--- src/rtl/sipo_pkg.sv ---
// Shared types and helpers for the sipo_deser serial-to-parallel deserializer.
package sipo_pkg;

  localparam int unsigned DEF_WIDTH = 8;
  localparam int unsigned DEF_CNT_W = $clog2(DEF_WIDTH + 1);
  // Widest word the parity helper covers; narrower words are zero-extended.
  localparam int unsigned PAR_MAX_W = 64;

  typedef enum logic [0:0] {
    COLLECT = 1'b0,
    PARITY  = 1'b1
  } state_t;

  // Even parity of a data word; zero-extension leaves the result unchanged.
  function automatic logic even_par(input logic [PAR_MAX_W-1:0] data);
    return ^data;
  endfunction

endpackage

--- src/rtl/sipo_deser_if.sv ---
// Serial input, word output and handshake bundle for sipo_deser.
interface sipo_deser_if #(
  parameter int unsigned WIDTH = 8
);

  localparam int unsigned CNT_W = $clog2(WIDTH + 1);

  logic             si;
  logic             si_valid;
  logic             clr;
  logic [WIDTH-1:0] po;
  logic             po_valid;
  logic             po_ready;
  logic             overrun;
  logic [CNT_W-1:0] bit_cnt;
  logic             par_err;

  modport master (
    output si, si_valid, clr, po_ready,
    input  po, po_valid, overrun, bit_cnt, par_err
  );

  modport slave (
    input  si, si_valid, clr, po_ready,
    output po, po_valid, overrun, bit_cnt, par_err
  );

endinterface

--- src/rtl/sipo_shift_core.sv ---
// Shift register with clear and enable; exposes its next value so the
// completion edge can capture the word including the bit being accepted.
module sipo_shift_core #(
  parameter int unsigned WIDTH     = 8,
  parameter bit          MSB_FIRST = 1'b1
) (
  input  logic             clk,
  input  logic             rst,
  input  logic             clr,
  input  logic             en,
  input  logic             si,
  output logic [WIDTH-1:0] shr_d_c
);

  logic [WIDTH-1:0] shr_q;

  always_comb begin
    shr_d_c = shr_q;
    if (clr) begin
      shr_d_c = '0;
    end else if (en) begin
      if (MSB_FIRST) shr_d_c = {shr_q[WIDTH-2:0], si};
      else           shr_d_c = {si, shr_q[WIDTH-1:1]};
    end
  end

  always_ff @(posedge clk) begin
    if (rst) shr_q <= '0;
    else     shr_q <= shr_d_c;
  end

endmodule

--- src/rtl/sipo_deser.sv ---
// Serial-in/parallel-out deserializer with word framing, valid/ready output
// and sticky overrun. Define SIPO_DESER_PARITY_EN to append an even-parity bit.
module sipo_deser
  import sipo_pkg::*;
#(
  parameter int unsigned WIDTH     = DEF_WIDTH,
  parameter bit          MSB_FIRST = 1'b1
) (
  input logic         clk,
  input logic         rst,
  sipo_deser_if.slave bus
);

  localparam int unsigned CNT_W = $clog2(WIDTH + 1);

  state_t           state_q, state_d;
  logic [CNT_W-1:0] cnt_q, cnt_d;
  logic [WIDTH-1:0] shr_d_c;
  logic             shift_en_c;
  logic             complete_c;
  logic [WIDTH-1:0] po_q;
  logic             po_valid_q;
  logic             overrun_q;
`ifdef SIPO_DESER_PARITY_EN
  logic             perr_c;
  logic             par_err_q;
`endif

  sipo_shift_core #(
    .WIDTH     (WIDTH),
    .MSB_FIRST (MSB_FIRST)
  ) u_core (
    .clk     (clk),
    .rst     (rst),
    .clr     (bus.clr),
    .en      (shift_en_c),
    .si      (bus.si),
    .shr_d_c (shr_d_c)
  );

  // Framing FSM: counts accepted bits and flags the word-completion edge.
  always_comb begin
    state_d    = state_q;
    cnt_d      = cnt_q;
    shift_en_c = 1'b0;
    complete_c = 1'b0;
`ifdef SIPO_DESER_PARITY_EN
    perr_c     = 1'b0;
`endif
    if (bus.clr) begin
      state_d = COLLECT;
      cnt_d   = '0;
    end else if (bus.si_valid) begin
      case (state_q)
        COLLECT: begin
          shift_en_c = 1'b1;
          if (cnt_q == CNT_W'(WIDTH - 1)) begin
`ifdef SIPO_DESER_PARITY_EN
            state_d = PARITY;
            cnt_d   = CNT_W'(WIDTH);
`else
            complete_c = 1'b1;
            cnt_d      = '0;
`endif
          end else begin
            cnt_d = cnt_q + CNT_W'(1);
          end
        end
`ifdef SIPO_DESER_PARITY_EN
        // Shift is held here, so shr_d_c is the completed data word.
        PARITY: begin
          complete_c = 1'b1;
          cnt_d      = '0;
          state_d    = COLLECT;
          perr_c     = even_par(PAR_MAX_W'(shr_d_c)) ^ bus.si;
        end
`endif
        default: state_d = COLLECT;
      endcase
    end
  end

  // Output word register: load when free or being consumed, else drop and flag.
  always_ff @(posedge clk) begin
    if (rst) begin
      state_q    <= COLLECT;
      cnt_q      <= '0;
      po_q       <= '0;
      po_valid_q <= 1'b0;
      overrun_q  <= 1'b0;
`ifdef SIPO_DESER_PARITY_EN
      par_err_q  <= 1'b0;
`endif
    end else begin
      state_q <= state_d;
      cnt_q   <= cnt_d;
      if (bus.clr) overrun_q <= 1'b0;
      if (complete_c) begin
        if (!po_valid_q || bus.po_ready) begin
          po_q       <= shr_d_c;
          po_valid_q <= 1'b1;
`ifdef SIPO_DESER_PARITY_EN
          par_err_q  <= perr_c;
`endif
        end else begin
          overrun_q <= 1'b1;
        end
      end else if (po_valid_q && bus.po_ready) begin
        po_valid_q <= 1'b0;
      end
    end
  end

  assign bus.po       = po_q;
  assign bus.po_valid = po_valid_q;
  assign bus.overrun  = overrun_q;
  assign bus.bit_cnt  = cnt_q;
`ifdef SIPO_DESER_PARITY_EN
  assign bus.par_err  = par_err_q;
`else
  assign bus.par_err  = 1'b0;
`endif

endmodule
--- src/flat_wrapper.sv ---
// flat-port wrapper written by rule: the top's interface ports become plain ports
module sipo_deser_flat import sipo_pkg::*;
#(
  parameter int unsigned WIDTH     = DEF_WIDTH,
  parameter bit          MSB_FIRST = 1'b1
)
  (clk, rst, bus_si, bus_si_valid, bus_clr, bus_po_ready, bus_po, bus_po_valid, bus_overrun, bus_bit_cnt, bus_par_err);
  sipo_deser_if #(.WIDTH(WIDTH)) bus_i ();
  input logic clk;
  input logic rst;
  input wire logic [$bits(bus_i.si)-1:0] bus_si;
  input wire logic [$bits(bus_i.si_valid)-1:0] bus_si_valid;
  input wire logic [$bits(bus_i.clr)-1:0] bus_clr;
  input wire logic [$bits(bus_i.po_ready)-1:0] bus_po_ready;
  output wire logic [$bits(bus_i.po)-1:0] bus_po;
  output wire logic [$bits(bus_i.po_valid)-1:0] bus_po_valid;
  output wire logic [$bits(bus_i.overrun)-1:0] bus_overrun;
  output wire logic [$bits(bus_i.bit_cnt)-1:0] bus_bit_cnt;
  output wire logic [$bits(bus_i.par_err)-1:0] bus_par_err;
  assign bus_i.si = bus_si;
  assign bus_i.si_valid = bus_si_valid;
  assign bus_i.clr = bus_clr;
  assign bus_i.po_ready = bus_po_ready;
  assign bus_po = bus_i.po;
  assign bus_po_valid = bus_i.po_valid;
  assign bus_overrun = bus_i.overrun;
  assign bus_bit_cnt = bus_i.bit_cnt;
  assign bus_par_err = bus_i.par_err;
  sipo_deser #(.WIDTH(WIDTH), .MSB_FIRST(MSB_FIRST)) u_core (.clk(clk), .rst(rst), .bus(bus_i));
endmodule
--- config.mk ---
export PLATFORM = sky130hd
export DESIGN_NAME = sipo_deser_flat
export DESIGN_NICKNAME = d
export VERILOG_FILES = /design/src/rtl/sipo_pkg.sv /design/src/rtl/sipo_deser_if.sv /design/src/rtl/sipo_shift_core.sv /design/src/rtl/sipo_deser.sv /design/src/flat_wrapper.sv
export SDC_FILE = /design/constraint.sdc
export NUM_CORES = 1
export LEC_CHECK = 0
export CORE_ASPECT_RATIO = 0.9
export CORE_UTILIZATION = 47
export DETAILED_ROUTE_END_ITERATION = 8
export PLACE_DENSITY = 0.76
export RECOVER_POWER = 25
export SKIP_LAST_GASP = 1
export SYNTH_ARGS = -nofsm -noshare
export SYNTH_HDL_FRONTEND = slang
export SYNTH_SLANG_ARGS = --single-unit
export TNS_END_PERCENT = 5
--- constraint.sdc ---
create_clock -name clk -period 2 [get_ports clk]
set_clock_uncertainty 0.15 [all_clocks]
set_input_delay 0.3 -clock clk [delete_from_list [all_inputs] [get_ports clk]]
set_output_delay 0.3 -clock clk [all_outputs]
set_load 0.02 [all_outputs]
Word-level counts from Yosys, hierarchy flattened. Cells that the tools add are included.

Register bits after elaboration: 22. Bits in latches: 0. Bits in writable memories: 0. Bits in read-only memories: 0. Input bits: 6. Memories: 0.

$add $sub $neg: 1. Multiply operators: 0. Divide/modulo/power cells: 0. $lt $le $gt $ge: 0. Equal/unequal tests: 2. Shift operators: 0. Muxes and demuxes: 14. Bitwise gates (word level): 0. Reductions and logical operators: 7.

Operators by type and width (count): 2-to-1 mux 8 bit (2); 2-to-1 mux 1 bit (11); adder 4 x 1 -> 4 bit (second input constant) (1); == test 4 x 3 -> 1 bit (second input constant) (1); 2-to-1 mux 4 bit (1); AND reduction 2 bit (2); inequality test 2 bit (second input constant) (1); nonzero test 2 bit (1); OR reduction 2 bit (1); logical AND 1 bit (1); zero test 1 bit (1); logical OR 1 bit (1).

Logic depth before layout (Yosys ltp).
Depth after elaboration: 6. Gate-level depth with buffers: 5.

Cells and area by module. From an unflattened synthesis, not the netlist that was laid out.

Cells, all modules: 102. Area total of the unflattened synthesis: 991.0 um2.

By module, submodules not included: sipo_deser (times used 1, cells an instance 66, area an instance 656.9 um2); sipo_shift_core (times used 1, cells an instance 36, area an instance 334.1 um2).

Worst setup path before layout. Ideal clock, no wire load.

Kind: flip-flop to flip-flop. From: reg u_core.cnt_q[0], in the netlist u_core.bus.bit_cnt[0]. To: reg u_core.po_q[0], in the netlist u_core.bus.po[0]. Setup time: 0.121 ns. Data arrival time: 1.416 ns. Slack: 0.313 ns. Cell stages (with the launch flop): 6. Buffers on the path: 1. Period minus slack after synthesis: 1.687 ns. Cells stage by stage: dfxtp_1 ha_1 nand2_2 nand4bb_1 buf_6 mux2_4.

Longest elaborated chain between the ends: 5.

RTL lines: start, declared (RTL line sipo_deser.sv:17) `logic [CNT_W-1:0] cnt_q, cnt_d;`; start signal, assigned (RTL line sipo_deser.sv:96) `cnt_q <= cnt_d;`; == test 4 x 3 -> 1 bit (RTL line sipo_deser.sv:57) `if (cnt_q == CNT_W'(WIDTH - 1)) begin`; 2-to-1 mux 1 bit (RTL line sipo_deser.sv:57); 2-to-1 mux 1 bit (RTL line sipo_deser.sv:53) `end else if (bus.si_valid) begin`; 2-to-1 mux 1 bit (RTL line sipo_deser.sv:50) `if (bus.clr) begin`; AND reduction 2 bit (no source line); end signal, assigned (RTL line sipo_deser.sv:100) `po_q <= shr_d_c;`; end, declared (RTL line sipo_deser.sv:21) `logic [WIDTH-1:0] po_q;`.

No other way between the ends. A chain may end at the register's enable or synchronous reset.

Worst setup path after layout.
From: reg u_core.cnt_q[0], in the netlist u_core.bus.bit_cnt[0]. To: out bus_bit_cnt[0].

RTL lines: end, declared (RTL line flat_wrapper.sv:18) `output wire logic [$bits(bus_i.bit_cnt)-1:0] bus_bit_cnt;`.

No word-level cell between the ends.

==> results by group <==
Floorplanning
  • Horiz. Die Dim: 48.7 um
  • Initial Util: 0.526
  • # rows: 14
  • Core footprint: between 1500 and 2000 um^2
  • Height of the die: approximately 44 um
  • IO Count: 21
  • Die Area: between 2000 and 2500 um^2

Routing
  • Highest routed layer: met4
  • Routed WL: 1510 um
  • Met2 WL: approximately 660 um
  • WL per Instance: approximately 12 um
  • Met3 WL: 96 um
  • First drt pass iteration count: 4
  • Via count: 630
  • DRC errors left: 0
  • M1 wire length: 740 um
  • Mean number of vias per cell: ~5.0
  • Detailed router's first-iteration violation count: 8
  • Post-DRT Antenna Nets: 0

Critical path
  • Worst Path Arrival: approximately 1.3 ns
  • Kind of critical path: reg2out
  • Crit-path slowest cell: clkdlybuf4s50_1
  • Critical path cell sequence: clkdlybuf4s50_1
  • Crit start category: flip-flop
  • CP Max Fanout: 5
  • Cell family with most CP delay: buffers and inverters
  • CP Buf/Inv Count: 1
  • Worst Path Required: about 1.6 ns
  • WP depth: 1
  • Cells on worst reg2reg path: 5
  • Endpoint class of the critical path: output port
  • Max incr delay on CP: about 0.63 ns

Layout
  • # fillers: approximately 160
  • Area growth from synthesis to final layout: 23.6%
  • Multi-input logic area: approximately 430 um^2
  • Share of layout cells above drive strength 1: 0.147
  • ANT cells: 0
  • FF+latch area: around 440 um^2
  • Cell area after layout: between 1000 and 1500 um^2
  • Final-stage net count: between 100 and 150

Run
  • Maxcap violations: 0

Power and ir drop
  • LEAKAGE: about 0.47 nW
  • Sw Share: 0.214
  • PwrDens: just under 600 nW/um^2
  • P_int: 0.531 mW
  • Net Sw Power: 0.144 mW
  • Total Power: roughly 0.68 mW
  • Worst VDD drop: slightly below 0.0006 V
  • Seq pwr share: 0.655
  • Logic gate share of total power: 0.062
  • Clock share of power: 0.284

Timing
  • Post-route setup TNS: 0 ns
  • Worst slew pin tran: a little over 0.7 ns
  • Post-layout min period: roughly 1.8 ns
  • Achievable Freq: ~0.56 GHz
  • Final clock period utilization by the worst path: 0.897
  • Slew Viols, Final: 0
  • RSZ-0062 raised after global routing: no
  • Final Hold Fails: 0
  • Final setup viols: 0
  • Slew margin rel.: 0.525

Synthesis
  • Synthesized area per cell: 11.2 um^2
  • Syn_nets: just under 90
  • Post-Syn Area: between 900 and 1000 um^2
  • Yosys warning total: 0
  • Yosys top cell area share: 0.478
  • Synth area leaders: dfxtp_1, mux2_4, mux2i_1
  • Sequential share of the synthesized area: 0.478
  • Post-synth cell types: 24
  • Synth area leader: dfxtp_1
  • Syn Inst Count: 82
  • Post-synthesis register bit count: 22

Global route
  • Number of global-route vias before repair: between 500 and 600
  • Initial antenna violation count: 0
  • Largest net degree at the start of global routing: 14
  • Total global-route track usage: 0.156
  • First-pass GRT wire length: 2480 um
  • Gr ovfl total: 0

Clocking
  • H-tree depth: 1
  • Sink Count: 22
  • Worst-path clk slew: 0.12 ns
  • CTS tree: done
  • Post-cts sizing count: 0
  • # hold bufs at CTS: 0
  • CTS Root Buffer Type: clkbuf_4
  • Max Root-Sink Buffers: 2
  • TritonCTS Buffers: 3
  • Post CTS Setup Buffer Count: 0
  • Worst-Skew Late Latency: 0.30 ns

Worst hold path
  • Hold path cells: 2
  • Hold/Removal Path Class: reg2reg

Status
  • Status: completed

Placed design
  • Detail Placement HPWL: 1080 um
  • Port Buffer Count: 19
  • GPL Wtd Cong: between 0.7 and 0.8
  • Post-DP Area: approximately 1100 um^2
## Yosys cell counts, drive strengths merged
cell,instances
nand4,1
nand4bb,1
a21oi,3
ha,1
nor2b,8
inv,2
a211o,1
mux2i,9
or3b,1
dfxtp,22
buf,4
or3,1
mux2,8
or2,1
and2b,1
nand2b,1
clkbuf,1
nand2,3
xor2,1
conb,1
nor2,10
o32ai,1
## power by group through the flow
stage	sequential (mW)	combinational (mW)	clock [mW]
after global routing	0.443	0.0443	0.218
after detailed placement	0.452	0.0421	0
after CTS	0.442	0.0425	0.196
after global placement	0.452	0.0417	0
final	0.442	0.0417	0.192
after floorplan	0.453	0.0263	0
## routing by layer
layer,vias up,GRT usage
met4,0,0.0529
met5,-,0
met2,21,0.228
met1,295,0.206
li1,312,-
met3,2,0.0722
## metrics by stage
stage          hold slack [ns]  setup WS, ns  std cells  utilization
6_report                 0.343         0.207        126        0.651
2_1_floorplan            0.325         0.313         82            -
3_5_place_dp             0.331         0.131        123        0.639
5_1_grt                  0.373         0.137        126        0.651
4_1_cts                  0.349         0.193        126        0.652
3_3_place_gp             0.318         0.182        123        0.639
## worst register-to-register path, cell delays in order (launching register included)
cell and delay, ns:
dfxtp_1 0.41, ha_1 0.21, nand2_1 0.10, nand4bb_1 0.19
buf_4 0.20, mux2_4 0.31
## final timing paths
kind                                       from                       endpoint  slack, ns
max          u_core.bus.bit_cnt[0]$_SDFFE_PP0P_                 bus_bit_cnt[0]       0.21
max reg2reg  u_core.bus.bit_cnt[0]$_SDFFE_PP0P_  u_core.bus.po[3]$_SDFFE_PP0P_       0.32
min               u_core.bus.overrun$_SDFF_PP0_  u_core.bus.overrun$_SDFF_PP0_       0.34
min reg2reg       u_core.bus.overrun$_SDFF_PP0_  u_core.bus.overrun$_SDFF_PP0_       0.34
## cell usage in the layout (no fill, tap or decap), drive strengths merged
master	count
nand4bb	1
or2	1
inv	2
nand2b	1
nor2b	8
conb	1
mux2	8
or3	1
xor2	1
mux2i	9
clkbuf	3
clkdlybuf4s50	19
nor2	10
or3b	1
buf	3
nand2	3
a211o	1
dfxtp	22
a21oi	3
ha	1
o32ai	1
nand4	1
and2b	1
## sequential cells by signal (all words and copies together), names as in the netlist
signal and cells:
u_core.bus.bit_cnt 4, u_core.bus.overrun 1, u_core.bus.po 8, u_core.bus.po_valid 1, u_core.u_core.shr_q 8
## kinds of logic (layout without fill, tap and decap cells)
logic type / count (synthesis) / count (layout) / synth area share
AND/OR/NAND/NOR: 28 / 28 / 0.167
AO/OA/AOI/OAI: 5 / 5 / 0.0434
flip-flops: 22 / 22 / 0.478
buffers and inverters: 7 / 27 / 0.0570
XOR/XNOR: 1 / 1 / 0.00950
adder cells (fa/ha/maj): 1 / 1 / 0.0136
other: 1 / 1 / 0.00407
multiplexers: 17 / 17 / 0.228
## final cells by class
cell class / count / share of cell area
multi-input cells: 53 / 0.374
repair buffers: 22 / 0.187
flip-flops and latches: 22 / 0.386
inverters: 2 / 0.00659
clock buffers: 3 / 0.0198
well taps: 24 / 0.0263
Note: power is estimated with default switching activity, not from simulation.
